===== config.mk =====
export PLATFORM = sky130hd
export DESIGN_NAME = uart_rx_bridge
export DESIGN_NICKNAME = d
export VERILOG_FILES = /design/src/rtl/uart_pkg.sv /design/src/rtl/uart_rx_fifo.sv /design/src/rtl/uart_rx_bridge.sv
export SDC_FILE = /design/constraint.sdc
export NUM_CORES = 1
export LEC_CHECK = 0
export CAP_MARGIN = 20
export CORE_MARGIN = 2
export CORE_UTILIZATION = 51
export DETAILED_ROUTE_END_ITERATION = 10
export PLACE_DENSITY_LB_ADDON = 0.1
export SLEW_MARGIN = 10
export SYNTH_ARGS = -nofsm -noshare
export SYNTH_HDL_FRONTEND = slang
export SYNTH_SLANG_ARGS = --single-unit

===== constraint.sdc =====
create_clock -name clock -period 2.6 [get_ports clock]
set_input_delay 0.52 -clock clock [delete_from_list [all_inputs] [get_ports clock]]
set_output_delay 0.52 -clock clock [all_outputs]
set_load 0.01 [all_outputs]

===== src/rtl/uart_pkg.sv =====
// Shared types and defaults for the UART receive bridge and its FIFO.
package uart_pkg;

    localparam int unsigned DEFAULT_DEPTH = 8;

    typedef struct packed {
        logic [2:0] err;
        logic [7:0] data;
    } rx_entry_t;

    typedef enum logic {
        ARMED,
        WAIT_LOW
    } cap_state_t;

endpackage


===== src/rtl/uart_rx_fifo.sv =====
// Show-ahead FIFO of received UART entries; head reads as zero while empty.
module uart_rx_fifo
    import uart_pkg::*;
#(
    parameter int unsigned DEPTH = DEFAULT_DEPTH
) (
    input  logic                     clock,
    input  logic                     reset,
    input  logic                     push,
    input  rx_entry_t                wr_entry,
    input  logic                     pop,
    output rx_entry_t                head,
    output logic [$clog2(DEPTH):0]   count,
    output logic                     empty,
    output logic                     full
);

    localparam int unsigned AW = $clog2(DEPTH);

    rx_entry_t       mem [DEPTH];
    logic [AW-1:0]   wr_ptr_q, rd_ptr_q;
    logic [AW:0]     count_q, count_d;
    logic            push_ok, pop_ok;

    assign empty = (count_q == '0);
    assign full  = (count_q == (AW + 1)'(DEPTH));

    // A push into a full FIFO is only legal when the head leaves the same cycle.
    assign pop_ok  = pop && !empty;
    assign push_ok = push && (!full || pop_ok);

    always_comb begin
        count_d = count_q;
        unique case ({push_ok, pop_ok})
            2'b10:   count_d = count_q + (AW + 1)'(1);
            2'b01:   count_d = count_q - (AW + 1)'(1);
            default: count_d = count_q;
        endcase
    end

    always_ff @(posedge clock) begin
        if (reset) begin
            wr_ptr_q <= '0;
            rd_ptr_q <= '0;
            count_q  <= '0;
        end else begin
            if (push_ok) wr_ptr_q <= wr_ptr_q + AW'(1);
            if (pop_ok)  rd_ptr_q <= rd_ptr_q + AW'(1);
            count_q <= count_d;
        end
    end

    always_ff @(posedge clock) begin
        if (push_ok) mem[wr_ptr_q] <= wr_entry;
    end

    assign head  = empty ? '0 : mem[rd_ptr_q];
    assign count = count_q;

endmodule


===== src/rtl/uart_rx_bridge.sv =====
// Captures one entry per receiver frame-complete level into a FIFO, tracking
// overruns and discarded frames.
module uart_rx_bridge
    import uart_pkg::*;
#(
    parameter int unsigned DEPTH    = DEFAULT_DEPTH,
    parameter int unsigned ERR_DROP = 0
) (
    input  logic                     clock,
    input  logic                     reset,
    input  logic                     rx_done_flag,
    input  logic [7:0]               rx_data,
    input  logic [2:0]               rx_error_flag,
    input  logic                     rd_ready,
    input  logic                     clear_overrun,
    output logic                     rd_valid,
    output logic [7:0]               rd_data,
    output logic [2:0]               rd_error,
    output logic [$clog2(DEPTH):0]   fifo_count,
    output logic                     fifo_empty,
    output logic                     fifo_full,
    output logic                     overrun_flag,
    output logic [7:0]               drop_count
);

    cap_state_t state_q, state_d;
    logic       capture;
    logic       err_frame, overrun, drop, push, pop;
    logic       overrun_q, overrun_d;
    logic [7:0] drop_q, drop_d;
    rx_entry_t  wr_entry, head;

    // Reset lands in WAIT_LOW so a level already high at release is never captured.
    always_comb begin
        state_d = state_q;
        capture = 1'b0;
        unique case (state_q)
            ARMED: begin
                if (rx_done_flag) begin
                    capture = 1'b1;
                    state_d = WAIT_LOW;
                end
            end
            WAIT_LOW: begin
                if (!rx_done_flag) state_d = ARMED;
            end
            default: state_d = WAIT_LOW;
        endcase
    end

    assign pop       = rd_valid && rd_ready;
    assign err_frame = (ERR_DROP != 0) && (rx_error_flag != 3'b000);
    assign overrun   = capture && !err_frame && fifo_full && !pop;
    assign push      = capture && !err_frame && !overrun;
    assign drop      = capture && (err_frame || overrun);

    assign wr_entry.err  = rx_error_flag;
    assign wr_entry.data = rx_data;

    always_comb begin
        overrun_d = overrun_q;
        if (overrun)            overrun_d = 1'b1;
        else if (clear_overrun) overrun_d = 1'b0;

        drop_d = drop_q;
        if (drop && drop_q != 8'hFF) drop_d = drop_q + 8'd1;
    end

    always_ff @(posedge clock) begin
        if (reset) begin
            state_q   <= WAIT_LOW;
            overrun_q <= 1'b0;
            drop_q    <= '0;
        end else begin
            state_q   <= state_d;
            overrun_q <= overrun_d;
            drop_q    <= drop_d;
        end
    end

    uart_rx_fifo #(
        .DEPTH (DEPTH)
    ) u_fifo (
        .clock    (clock),
        .reset    (reset),
        .push     (push),
        .wr_entry (wr_entry),
        .pop      (pop),
        .head     (head),
        .count    (fifo_count),
        .empty    (fifo_empty),
        .full     (fifo_full)
    );

    assign rd_valid     = !fifo_empty;
    assign rd_data      = head.data;
    assign rd_error     = head.err;
    assign overrun_flag = overrun_q;
    assign drop_count   = drop_q;

endmodule


==> Word level (Yosys, flattened, before mapping) <==
Memory sizes are Yosys's and may differ from the RTL's. A register that Yosys moved wholly into a read port is not among the register bits.
Cells that the tools add are included.
Widths: inputs -> output; s select.
{ "op_classes": {"addsub": 5, "mul": 0, "div": 0, "magnitude_cmp": 0, "eq_ne": 4, "shifts": 0, "mux": 10, "bitwise_logic": 0, "n_reduce_logical": 16} }
{ "ops": {"columns": ["op", "count"], "rows": [
  ["$mux 11", 1],
  ["$add 8x1->8 const B", 1],
  ["$logic_and 1x1->1", 8],
  ["$ne 8x8->1 const B", 1],
  ["$pmux 4 s2", 1],
  ["$add 3x1->3 const B", 2],
  ["$mux 1", 6],
  ["$mux 3", 2],
  ["$add 4x1->4 const B", 1],
  ["$eq 4x4->1 const B", 1],
  ["$logic_not 1->1", 4],
  ["$logic_not 4->1", 1],
  ["$reduce_bool 2->1", 2],
  ["$sub 4x1->4 const B", 1],
  ["$eq 2x1->1 const B", 1],
  ["$eq 2x2->1 const B", 1],
  ["$logic_or 1x1->1", 1]
]} }
{ "totals": {"reg_bits": 20, "latchBits": 0, "ram_bits": 88, "rom_bits": 0, "in_bits": 16, "output_inout_bits": 27, "elab_cells": 42, "mem_count": 1} }
{ "memory_table": {"columns": ["memory", "words", "width", "rd", "rd_clocked_by_memory_dff", "wr", "line", "source"], "rows": [
  ["u_fifo.mem", 8, 11, 1, 1, 1, "uart_rx_fifo.sv:20", "rx_entry_t mem [DEPTH];"]
]} }

==> Longest topological paths before layout <==
Gate-level depths: netlist of the first run.
{ "depth": {"ltp_word": 10, "mapped_depth": 10, "depth_no_buf": 9} }

==> By module <==
From an unflattened synthesis of the first run, not the netlist that was laid out.
{ "unflattened": {"hier_cells": 270, "area_unflattened_um2": 4491.8} }
{ "by_module_without_submodules": {"columns": ["module", "n_inst", "cells_per_inst", "area_per_inst_um2", "seq_area_each_um2"], "rows": [
  ["uart_rx_fifo", 1, 210, 3985.1, 2902.8],
  ["uart_rx_bridge", 1, 60, 506.7, 200.2]
]} }

==> Worst setup path after synthesis of the first run <==
OpenSTA, ideal clock, no wires.
{ "synth_timing": {"path_kind": "flip-flop to flip-flop", "from": "register u_fifo.count_q[0] (netlist: u_fifo.count[0])", "to": "register u_fifo.count_q[3] (netlist: u_fifo.count[3])", "setup_ns": 0.121, "arrival_ns": 2.742, "t_required_ns": 2.479, "path_slack_ns": -0.263, "path_stages_with_launch": 8, "n_path_buf": 1, "period_less_slack_ns": 2.863, "cell_sequence": "dfxtp_1 or4_2 and2_1 clkbuf_1 ha_1 or3_2 o32ai_1 mux2_2"} }
{ "synth_via": {"elab_cells_between_ends": 19, "classes_between": "add/sub (2); eq/ne (3); mux (1); reduce/logical (13)"} }
{ "synth_rtl": {"columns": ["item", "line", "source"], "rows": [
  ["start, declared", "uart_rx_fifo.sv:22", "logic [AW:0] count_q, count_d;"],
  ["start signal, assigned", "uart_rx_fifo.sv:49", "count_q <= count_d;"],
  ["$logic_not 4->1 (*)", "uart_rx_fifo.sv:25", "assign empty = (count_q == '0);"],
  ["$logic_not 1->1 (*)", "uart_rx_bridge.sv:95", "assign rd_valid = !fifo_empty;"],
  ["via rd_valid", "uart_rx_bridge.sv:16", "output logic rd_valid,"],
  ["$logic_and 1x1->1", "uart_rx_bridge.sv:51", "assign pop = rd_valid && rd_ready;"],
  ["$logic_and 1x1->1 (*)", "uart_rx_fifo.sv:29", "assign pop_ok = pop && !empty;"],
  ["via u_fifo.pop_ok", "uart_rx_fifo.sv:23", "logic push_ok, pop_ok;"],
  ["$logic_or 1x1->1", "uart_rx_fifo.sv:30", "assign push_ok = push && (!full || pop_ok);"],
  ["$logic_and 1x1->1", "uart_rx_fifo.sv:30", null],
  ["$eq 2x1->1 or $eq 2x2->1 (tied branches)", "uart_rx_fifo.sv:34", "unique case ({push_ok, pop_ok})"],
  ["$pmux 4 s2 or $reduce_bool 2->1 (tied branches)", null, null]
]} }
The timed path passes the listed nets; every way through them passes the cells marked *.
A chain may end at the register's enable or synchronous reset.

==> results of run 1 <==
kinds of logic after synthesis:
group | Yosys count
buf+inv | 13
simple gates | 63
compound gates | 24
xor+xnor | 7
fa+ha+maj | 6
flops | 111
mux | 38
path summary, 6_finish.rpt:
check / from / endpoint / slack (ns) / cells past startpoint
setup / recovery: flip-flop / rd_error[1] / 0.08 / 6
hold / removal: u_fifo.wr_ptr_q[0] / u_fifo.wr_ptr_q[0] / 0.50 / 2
setup reg to reg: u_fifo.count[2] / u_fifo.count[3] / 0.10 / 6
hold reg to reg: u_fifo.wr_ptr_q[0] / u_fifo.wr_ptr_q[0] / 0.50 / 2
where the power goes:
part | leakage [nW] | internal [W] | total [W] | switching (W)
logic | 0.791 | 0.000848 | 0.00151 | 0.000667
clock network | 0.0933 | 0.000452 | 0.00102 | 0.000570
registers | 0.980 | 0.00197 | 0.00203 | 0.0000606
total | 1.86 | 0.00327 | 0.00456 | 0.00130
flip-flops by register name, indices dropped and copies added, names as in the netlist, named ones only:
register         flops
u_fifo.mem          88
drop_count           8
u_fifo.count         4
u_fifo.rd_ptr_q      3
u_fifo.wr_ptr_q      3
overrun_flag         1
state_q              1
cells in the final DEF, fill, tap and decap left out, drive strengths merged, types with 3 or more instances in the layout:
cell type and n:
a21oi 11, clkbuf 12, clkdlybuf4s15 3, inv 4, buf 34, or3 5
mux2i 15, or4 4, nand2 4, nor2 29, o31ai 3, o21ai 5
ha 6, dfxtp 23, nor2b 6, edfxtp 88, xor2 6, dlygate4sd2 9
mux4 22, clkdlybuf4s50 30, o211ai 3, nand3 5
timing repair:
| item | CTS | global route |
|---|---|---|
| buffers inserted | 1 | 4 |
| gates resized for setup | 16 | 4 |
| gates cloned | 1 | 2 |
| hold buffers | 0 | 0 |
| pin swaps | 0 | 0 |
| endpoints found under the hold margin | 0 | 0 |
| endpoints found under the setup margin | 12 | 3 |
final cells by class:
cell class | count | share of cell area
timing repair buffer | 78 | 0.142
clock buffer | 10 | 0.0230
tap | 108 | 0.0244
inverter | 3 | 0.00293
multi-input combinational | 138 | 0.235
clock inverter | 6 | 0.0122
sequential | 111 | 0.560
worst max-delay path, cell delays in order, from the launching register on:
cell           delay, ns
dfxtp_4             0.45
buf_16              0.14
buf_4               0.11
mux4_2              0.48
mux2i_1             0.14
nor2_1              0.05
dlygate4sd2_1       0.28
through the flow:
step | setup WS, ns | setup TNS, ns | area [µm²] | util | total power, W
floorplan | 0.0108 | 0 | 4460 | - | 0.00284
global placement | -0.0429 | -0.0454 | 5230 | 0.609 | 0.00346
detailed placement | -0.103 | -0.162 | 5230 | 0.609 | 0.00348
CTS | 0.0139 | 0 | 5450 | 0.635 | 0.00447
global route | 0.00573 | 0 | 5540 | 0.645 | 0.00477
finish | 0.0825 | 0 | 5540 | 0.645 | 0.00456
routing by layer:
metal  wire (µm)  up-vias  global-route usage
li1            -     1180                   -
met1        3740     1260               0.247
met2        4340       54               0.311
met3         203       12              0.0273
met4         169        0              0.0759
met5           0        -                   0
==> metrics, run 1 <==
status=finished, final reports clean; max-slew violation count=0; Yosys top cell area share=0.596; largest family of logic cells by synthesized area=multiplexers; multi-input logic area=1300 µm²; Yosys cell types=36; die height=97.3 µm; starting density of the core=0.516; FMAX=0.397 GHz; fin cells=454; Ys Warns=0; Fill cells=653; die footprint=9460 µm²; Synth Cell Area=4440 µm²; area leader, netlist=edfxtp_1; drt wl/cell=18.6 µm; Die Width=97.3 µm; number of synthesized flops with an enable pin=88; clock tree buffer depth=2; DRC viols=0; count leader, synth=edfxtp_1; min Tclk post-route=2.52 ns; Worst Tran Pin Value=0.415 ns; Iter 0 DRT Violations=79; Core Footprint=8590 µm²; Syn Nets=284; register area=3110 µm²; relative slew slack=0.722; final hold vios=0; Port Buffers=between 40 and 50; Synth async-reset ratio=0; WP data arrival=2.00 ns; Syn Inst Count=262; final net count=roughly 360; Seq/Total Area, Yosys=0.699; WL final=8460 µm; CTS tree=done; placed instance count=between 400 and 500; vias in the first global route=2,579; Hold Slack=about 0.5 ns; Hold Path Class=flip-flop to flip-flop; post-route ant nets=0; num rows=34; RSZ-0062 raised after global routing=no; CTS Sinks=111; Pre-antenna DRT Iters=4; Total Routing Usage GR=0.186; Post-Synth Simple-Gate Area=0.0719; first-pass GRT wire length=~13,000 µm; Seq cells post-synth=111; ranking of synthesized cells by area=edfxtp_1, mux4_2, dfxtp_1; period utilisation layout=0.968; Post-Synth Adder-Cell Area=0.0169; detailed-route via count=2,506; pwr dens=823 nW/µm²; Max-cap violations=0; initial antenna violation count=0; critical setup path kind=flip-flop to output port; Worst setup EP type=output port; layout cells sized above 1=0.249; Max H-tree Level=3; largest net degree at the start of global routing=23; Final Wtd Congestion=0.743; Startpoint Class=flip-flop; mux cell area share after synthesis=0.148; top_reg_cell synth=edfxtp_1; IO Pins=43; VDD IR max=approximately 0.62 mV; top cells by count, synth=edfxtp_1, nor2_1, dfxtp_1, mux4_2, mux2i_1; Root Driver=clkbuf_8; post-DP HPWL=between 5000 and 6000 µm; synthesized area per cell=about 17 µm²; post-synthesis xor/xnor area fraction=0.0138; area delta synth->final=25.0%; CTS buffer count=9; Overflow after GRT=0; CP required=2.08 ns; clock skew=between 0.01 and 0.015 ns; Reg clk slew, reported paths=roughly 0.1 ns; crit path max fanout=5; final setup vio count=0; clock latency on the worst-skew pair=0.37 ns; vias per cell=5.52; Leakage=1.86 nW; antenna diode count=0; compound-cell area share of the yosys netlist=0.0347
Power figures use the tool's default switching activity.
==> inputs of run 2 (changes only) <==
--- a/config.mk
+++ b/config.mk
@@ -8,6 +8,7 @@
 export CAP_MARGIN = 20
 export CORE_MARGIN = 2
 export CORE_UTILIZATION = 51
+export CTS_CLUSTER_SIZE = 20
 export DETAILED_ROUTE_END_ITERATION = 10
 export PLACE_DENSITY_LB_ADDON = 0.1
 export SLEW_MARGIN = 10
==> results of run 2 <==
Same layout as run 1: the final DEF is identical, and so are final timing and power.
==> inputs of run 3 (changes only) <==
==> constraint.sdc (replaced) <==
create_clock -name clock -period 2.2 [get_ports clock]
set_input_delay 0.44 -clock clock [delete_from_list [all_inputs] [get_ports clock]]
set_output_delay 0.44 -clock clock [all_outputs]
set_load 0.01 [all_outputs]
==> metrics, run 3 (synthesis gave the netlist of run 1 again) <==
status=finished with violations; failing checks=setup timing; DR top layer=met4; Iter 0 DRT Violations=143 (+81%); worst hold path endpoint=u_fifo.wr_ptr_q[0]; final net count=373 (+2.8%); die footprint=9460 µm² (unchanged); crit path max fanout=4 (-1); Hold Slack=0.501 ns (-0.000598 ns); commonest non-fill, non-tap cells in the layout=edfxtp_1, buf_4, nor2_1; clock share of power=0.197 (-0.027); FMAX=between 0.4 and 0.5 GHz; starting density of the core=0.516 (unchanged); sequential power share=0.448 (+0.004); vias per cell=5.41 (-2.0%); CTS buffer count=9 (unchanged); final setup vio count=14 (+14); largest net degree at the start of global routing=23 (unchanged); detailed-route via count=2,510 (+0.16%); post-DP HPWL=5350 µm (+3.9%); met1 wire length=3740 µm (about the same); post-route ant nets=0 (unchanged); first-pass GRT wire length=13,200 µm (-1.4%); final hold vios=0 (unchanged); clock tree buffer depth=2 (unchanged); hold_buf cts=0 (unchanged); Final WS setup=-0.142 ns (-0.225 ns); Root Driver=clkbuf_8; reg-to-reg setup timing slack=-0.14 ns (-0.24 ns); max-slew violation count=0 (unchanged); P_sw=0.00154 W (+19%); Largest register FFs=88 (unchanged); Finished Core Util=0.647 (+0.00218); min-delay src=u_fifo.wr_ptr_q[0]; CTS tree=done; pwr dens=961 nW/µm² (+17%); placed instance count=441 (+2.6%); Final Wtd Congestion=0.789 (+6.2%); reg-to-reg endpoint=u_fifo.count[3]; period utilisation layout=1.06; RSZ-0062 raised after global routing=yes; WL final=8100 µm (-4.2%); Max H-tree Level=3 (unchanged); vias in the first global route=2,574 (-0.19%); Max-cap violations=0 (unchanged); initial antenna violation count=0 (unchanged); Port Buffers=42 (unchanged); Hold Path Depth=2 (unchanged); Sw Share=0.288 (+0.00359); Core Footprint=8590 µm² (unchanged); clock latency on the worst-skew pair=0.35 ns (-0.02 ns); antenna diode count=0 (unchanged); DRC viols=0 (unchanged); critical setup path kind=flip-flop to flip-flop; Hold Path Class=flip-flop to flip-flop; Overflow after GRT=0 (unchanged); R2R depth=7 (+1); area delta synth->final=25.4%; commonest non-fill, non-tap cell in the layout=edfxtp_1; min Tclk post-route=about 2.3 ns; Pre-antenna DRT Iters=5 (+1); Startpoint Class=flip-flop; drt wl/cell=17.5 µm (-6.2%); IO Pins=43 (unchanged); fin cells=464 (+2.2%); Total Routing Usage GR=0.184 (-0.00212); die height=97.3 µm (unchanged); CTS Sinks=111 (unchanged); clock skew=0.0129 ns (+0.000797 ns); reg2reg start=u_fifo.count[1]; met3 wire length=342 µm (+68%); Reg clk slew, reported paths=0.09 ns (about the same); Reg with most FFs=u_fifo.mem; CP required=2.45 ns (+0.37 ns); Place WS=-0.339 ns (-0.236 ns); WP data arrival=2.59 ns (+0.59 ns); Die Width=97.3 µm (unchanged); Worst setup EP type=flip-flop; Fin Setup TNS=-0.873 ns (-0.873 ns); Internal Power=0.00381 W (+17%); relative slew slack=0.702 (-0.0200); met2 routed wirelength=3960 µm (-8.8%); Worst Tran Pin Value=0.445 ns (+0.0298 ns); layout cells sized above 1=0.329 (+0.0801); VDD IR max=0.654 mV (+6.2%); Leakage=1.89 nW (+1.6%); num rows=34 (unchanged); Comb pwr share=0.355 (+0.023)
[run 3: changes by cell type in the layout (fill, tap and decap cells not counted), sizes merged]
cell           delta
clkinvlp          -2
dlygate4sd2       -8
clkbuf            -2
clkinv            +4
buf              +24
clkdlybuf4s15     -3
clkdlybuf4s50     -2
bufinv            -1
[run 3: per-stage QoR]
stage               total power (W)  cell area, µm²
floorplan                   0.00345            4520
global placement            0.00430            5350
detailed placement          0.00431            5350
CTS                         0.00541            5570
global route                0.00565            5560
finish                      0.00535            5560
[run 3: layout make-up]
type	count	area (µm²)
Multi-Input combinational cell	138	1360
Tap cell	108	135
Timing Repair Buffer	88	772
Clock inverter	7	46.3
Clock buffer	9	124
Inverter	3	16.3
Fill cell	641	3030
Sequential cell	111	3110
[run 3: power groups by stage]
stage	sequential, W	combinational [W]	clock [W]
after floorplan	0.00245	0.000999	0
after global placement	0.00243	0.00187	0
after detailed placement	0.00243	0.00188	0
after CTS	0.00240	0.00193	0.00109
after global routing	0.00241	0.00207	0.00117
final	0.00240	0.00190	0.00105
[run 3: routing by layer]
layer / GRT usage / up-vias
li1: - / 1195
met1: 0.262 / 1252
met2: 0.293 / 57
met3: 0.0396 / 6
met4: 0.0491 / 0
met5: 0 / -
[run 3: worst max-delay path, cell delays in order, from the launching register on]
cell and delay, ns:
dfxtp_2 0.35, or4b_4 0.57, o21ai_4 0.23, buf_6 0.13, ha_4 0.18, or3_4 0.37, o32ai_4 0.10, mux2_4 0.31
[run 3: repair_timing]
| action | in CTS | in global routing |
|---|---|---|
| pin swaps | 2 | 6 |
| buffers inserted | 4 | 4 |
| setup endpoints to repair | 16 | 15 |
| gates resized for setup | 61 | 6 |
| gates cloned | 1 | 0 |
[run 3: worst max path at each step]
stage,slack [ns],from,end,cells past startpoint
after detailed placement,-0.34,rx_done_flag,u_fifo.count[2],10
after CTS,-0.12,u_fifo.count[0],u_fifo.count[2],9
after global routing,-0.20,u_fifo.count[0],u_fifo.count[2],9
final,-0.14,u_fifo.count[1],u_fifo.count[3],7
after global placement,-0.29,rx_done_flag,u_fifo.count[2],10
after floorplan,-0.19,u_fifo.count[0],u_fifo.count[3],7
==> RTL edit 1: new RTL, config.mk and constraints of run 2 <==
Register the output `drop_count` once more, cleared by the reset; this adds one clock of latency there. The other outputs are not delayed to match.
--- a/src/rtl/uart_rx_bridge.sv
+++ b/src/rtl/uart_rx_bridge.sv
@@ -96,7 +96,13 @@
     assign rd_data      = head.data;
     assign rd_error     = head.err;
     assign overrun_flag = overrun_q;
-    assign drop_count   = drop_q;
+    always_ff @(posedge clock) begin
+        if (reset) begin
+            drop_count <= '0;
+        end else begin
+            drop_count <= drop_q;
+        end
+    end
 
 endmodule
 
Formal check against the unedited RTL: same outputs for any inputs over 10 cycles, from zero or initial values and one cycle with reset high; that may be too few to reach the edited logic, so the function may still have changed.
==> RTL edit 1 against run 2 <==
  * Sequential cell count up 8
  * Sequential share of layout area down 3.1 points
  * Wire length is 7.9% higher
  * Total power rose by 34%
  * Final area is 11% higher
  * Core utilization is 5.6 points higher
  * Clock power grew 120%
  * Worst setup slack worse by 0.027 ns
  * Synthesized area grew 4.9%
  * Clock skew is 0.0047 ns lower
  * Combinational power up 11%
==> RTL edit 1: results (changes against run 2) <==
| Metric | Value |
|---|---|
| Worst-Skew Late Latency | 0.51 ns (was 0.37 ns) |
| Finished Layout Cells | 501 (was 454) |
| CTS H-tree depth | 4 (was 3) |
| Hold Path Sink | overrun_flag$_SDFFE_PP0P_ (was u_fifo.wr_ptr_q[0]$_SDFFE_PP0P_) |
| Vias per inst | 5.41 (was 5.52) |
| Worst R2R Path Depth | 7 (was 6) |
| Signal buffers | 87 (was 78) |
| Multi-input gates | 152 (was 138) |
| DRT iter0 DRCs | 124 (was 79) |
| Clock-net power | 2.26 mW (was 1.02 mW) |
| DP Cell Count | 456 (was 430) |
| GRT Overall Usage | 20.1% (was 18.6%) |
| Hold_sp | overrun_flag$_SDFFE_PP0P_ (was u_fifo.wr_ptr_q[0]$_SDFFE_PP0P_) |
| Crit path max fanout | 4 (was 5) |
| ClkCell Share | 9.42% (was 3.52%) |
| Mapped Cells | 286 (was 262) |
| Clock buffers | 23 (was 10) |
| Compound-Gate Fraction of Synth Area | 2.34% (was 3.47%) |
| Pre-CTS WS | -0.116 ns (was -0.103 ns) |
| CP endpoint | rd_data[4] (was rd_error[1]) |
| Synth-to-layout area growth | 32.7% (was 25.0%) |
| Netlist cell types | 38 (was 36) |
| Sequential cell area | 0.00327 sq mm (was 0.00311 sq mm) |
| Clock Skew | 0.00740 ns (was 0.0121 ns) |
| Nets | 402 (was 363) |
| Synthesis-stage register bit count | 119 (was 111) |
| Outcome | completed (unchanged) |
| Routability cong. | 0.850 (was 0.743) |
| Buffering overhead | 13.0% (was 14.2%) |
| Pwr/cell area | 987 mW/mm^2 (was 823 mW/mm^2) |
| Worst R2R Start | u_fifo.count[0]$_SDFFE_PP0P_ (was u_fifo.count[2]$_SDFFE_PP0P_) |
| Sw Pwr | 1.55 mW (was 1.30 mW) |
| Net count after synthesis | 308 (was 284) |
| Synth top area cells | edfxtp_1 (57%), dfxtp_1 (13%), mux4_2 (11%), mux2i_1 (3.0%), nor2_1 (2.5%) (was edfxtp_1 (60%), mux4_2 (11%), dfxtp_1 (10%), mux2i_1 (3.4%), nor2_1 (2.5%)) |
| Register area share after synthesis | 70.1% (was 69.9%) |
| TritonCTS Buffers | 17 (was 9) |
| Final hold slack | 0.476 ns (was 0.501 ns) |
| Post-synthesis adder-cell area fraction | 1.61% (was 1.69%) |
| Lkg Pwr | 2.19 nW (was 1.86 nW) |
| Max-slew headroom | 61.8% (was 72.2%) |
## RTL edit 1: cell types whose count changed after synthesis, moves of 2 or more
cell      change
buf_1         +4
dfxtp_1       +8
mux2_2        +3
nand2b_1      +3
nand3_1       +2
nor2_1        +2
nor2b_1       +7
nor3_1        +4
o21ai_0       -2
o31ai_1       -3
or3_1         -2
or4_1         -2
## RTL edit 1: timing repair
action,4_1_cts,5_1_grt
buffers inserted,6,4
pin swaps,1,1
gates cloned,2,1
setup endpoints to repair,13,14
resized for setup,38,17
## RTL edit 1: metal layers
| metal | global-route usage [%] | vias to the layer above | routed length, um |
|---|---|---|---|
| met2 | 31.6 | 67 | 4520 |
| li1 | - | 1292 | - |
| met5 | 0 | - | 0 |
| met3 | 6.54 | 9 | 459 |
| met1 | 26.1 | 1344 | 4030 |
| met4 | 8.11 | 0 | 114 |
==> RTL edit 2: new RTL, config.mk and constraints of run 2 <==
Made on the original files. Set the package constant `DEFAULT_DEPTH` to 16 (it was 8).
--- a/src/rtl/uart_pkg.sv
+++ b/src/rtl/uart_pkg.sv
@@ -1,7 +1,7 @@
 // Shared types and defaults for the UART receive bridge and its FIFO.
 package uart_pkg;
 
-    localparam int unsigned DEFAULT_DEPTH = 8;
+    localparam int unsigned DEFAULT_DEPTH = 16;
 
     typedef struct packed {
         logic [2:0] err;
Ports: changed (resized fifo_count); port bits go from 43 to 44. The function was not compared with the original's and may differ.
==> RTL edit 2 against run 2 <==
  * The run now ends with setup timing left
  * Total power rose by 110%
  * Synthesized area increased by 85%
  * Wire length rose by 110%
  * Final area up 93%
  * Sequential cell count rose by 92
  * Worst setup slack got worse by 0.22 ns
  * Synthesized cell count increased by 77%
  * Clock power rose to 2.9 times the old value
  * Critical path type unchanged
  * Critical endpoint is now rd_data[4]
  * Largest cell class unchanged
==> RTL edit 2: results (changes against run 2) <==
| Metric | Value |
|---|---|
| Net count after synthesis | 491 (was 284) |
| Post-synth ARST share | 0% (unchanged) |
| Final WS setup | -0.142 ns (was 0.0825 ns) |
| Largest net degree at the start of global routing | 22 (was 23) |
| TritonCTS Buffers | 21 (was 9) |
| Antenna cells | 0 (unchanged) |
| Register area share after synthesis | 70.9% (was 69.9%) |
| CP top delay family | multiplexers (unchanged) |
| Routability cong. | 0.855 (was 0.743) |
| CTS hold repair buffers | 0 (unchanged) |
| CP max stage delay | 0.49 ns |
| Slowest-stage cell, CP | mux4_2 (unchanged) |
| Final setup fails | 11 (was 0) |
| Arrival time of the worst setup path | 2.22 ns (was 2.00 ns) |
| Max VDD drop | 0.671 mV (was 0.616 mV) |
| Max FFs per register | 176 (was 88) |
| Layout cells sized above 1 | 38.1% (was 24.9%) |
| DRT iter0 DRCs | 359 (was 79) |
| Clock Skew | 0.00688 ns (was 0.0121 ns) |
| Post-synth EDFFs | 176 (was 88) |
| Nets | 623 (was 363) |
| CTS H-tree depth | 1 (was 3) |
| Synth top area cells | edfxtp_1 (64%), mux4_2 (12%), dfxtp_1 (6.6%), a211oi_1 (2.2%), mux2i_1 (1.8%) (was edfxtp_1 (60%), mux4_2 (11%), dfxtp_1 (10%), mux2i_1 (3.4%), nor2_1 (2.5%)) |
| Failing checks | setup timing |
| Clock Pin Slew Worst Setup and Hold Paths | 0.06 ns (was 0.10 ns) |
| Pre-CTS WS | -0.202 ns (was -0.103 ns) |
| Top post-synthesis cells by count | edfxtp_1 (176), mux4_2 (44), dfxtp_1 (27), a211oi_1 (24), nor2_1 (23) (was edfxtp_1 (88), nor2_1 (29), dfxtp_1 (23), mux4_2 (22), mux2i_1 (15)) |
| Max-slew headroom | 59.9% (was 72.2%) |
| Vias in the first global route | 4,706 (was 2,579) |
| Port-buffer cells | 43 (was 42) |
| First-pass GRT wire length | 26,800 um (was 13,400 um) |
| Vias post-DR | 4,765 (was 2,506) |
| DRT Pass-1 Iters | 4 (unchanged) |
| Netlist cell types | 45 (was 36) |
| Crit path max fanout | 7 (was 5) |
| Post-route ant nets | 0 (unchanged) |
| Clock root buffer | clkbuf_16 (was clkbuf_8) |
| Biggest register | u_fifo.mem (unchanged) |
| Avg WL per Cell | 21.6 um (was 18.6 um) |
| GRT Overall Usage | 21.1% (was 18.6%) |
| FILL cells | 1,056 (was 653) |
| Hold Path Class | flop to flop (unchanged) |
| Synth warn | 0 (unchanged) |
| Initial antenna violation count | 0 (unchanged) |
| Post-DP HPWL | 11,200 um (was 5160 um) |
| Clock tree buffer depth | 3 (was 2) |
| Lkg Pwr | 3.58 nW (was 1.86 nW) |
| Outcome | finished, violations left (was completed) |
| Worst-Skew Late Latency | 0.48 ns (was 0.37 ns) |
-- RTL edit 2: final timing paths --
check	startpoint	to	slack (ns)	cells past startpoint
max	flop	rd_data[4]	-0.14	7
min	overrun_flag$_SDFFE_PP0P_	overrun_flag$_SDFFE_PP0P_	0.47	2
max reg2reg	u_fifo.count[2]$_SDFFE_PP0P_	u_fifo.count[4]$_SDFFE_PP0P_	-0.09	10
min reg2reg	overrun_flag$_SDFFE_PP0P_	overrun_flag$_SDFFE_PP0P_	0.47	2
-- RTL edit 2: power by group --
part | total (mW) | leakage (nW) | switching (mW) | internal (mW)
clock | 2.94 | 0.323 | 1.16 | 1.79
sequential | 3.66 | 1.81 | 0.0522 | 3.60
combinational | 2.79 | 1.45 | 1.31 | 1.48
total | 9.39 | 3.58 | 2.52 | 6.87
-- RTL edit 2: worst reg2reg max path: stages, from the launching register on --
cell and delay, ns:
dfxtp_2 0.32, or4_4 0.57, buf_6 0.16, o31ai_4 0.22, ha_4 0.20, xor2_1 0.15
ha_2 0.21, o21ai_1 0.05, or3_1 0.33, a2111o_1 0.37, nand4_1 0.06
-- RTL edit 2: what timing repair did --
action	in CTS	in global routing
cloned	1	1
setup buffers	17	15
pin swaps	18	15
resized for setup	98	31
endpoints found under the setup margin	17	15
-- RTL edit 2: cells by family (layout without fill, tap and decap cells) --
family,after synthesis,in the layout,synth area share (%)
buf+inv,37,183,1.83
simple gates,93,93,6.32
mux,59,59,13.9
flops,203,203,70.9
compound gates,55,55,4.75
xor+xnor,8,8,0.852
fa+ha+maj,10,10,1.52
-- RTL edit 2: cell type report --
type / count / area (sq um) / share of cell area (%)
clock buffers: 29 / 556 / 5.20
clock inverters: 8 / 111 / 1.04
inverters: 8 / 30.0 / 0.281
multi-input cells: 225 / 2510 / 23.4
flip-flops and latches: 203 / 5840 / 54.6
well taps: 216 / 270 / 2.53
repair buffers: 138 / 1380 / 12.9
-- RTL edit 2: layer usage --
layer  part of all wire (%)  track usage [%]  vias up
li1                       -                -     2151
met1                     43             29.6     2442
met2                     50             35.6      142
met3                    4.8             2.73       30
met4                    2.0             5.19        0
met5                      0                0        -
-- RTL edit 2: per-stage QoR --
stage          area (sq um)  setup TNS [ns]  std cells
6_report              10700          -0.757        827
5_1_grt               10700           -1.67        827
4_1_cts               10500           -1.04        814
3_5_place_dp           9510          -0.598        761
3_3_place_gp           9510          -0.284        761
2_1_floorplan          8280          -0.906        465
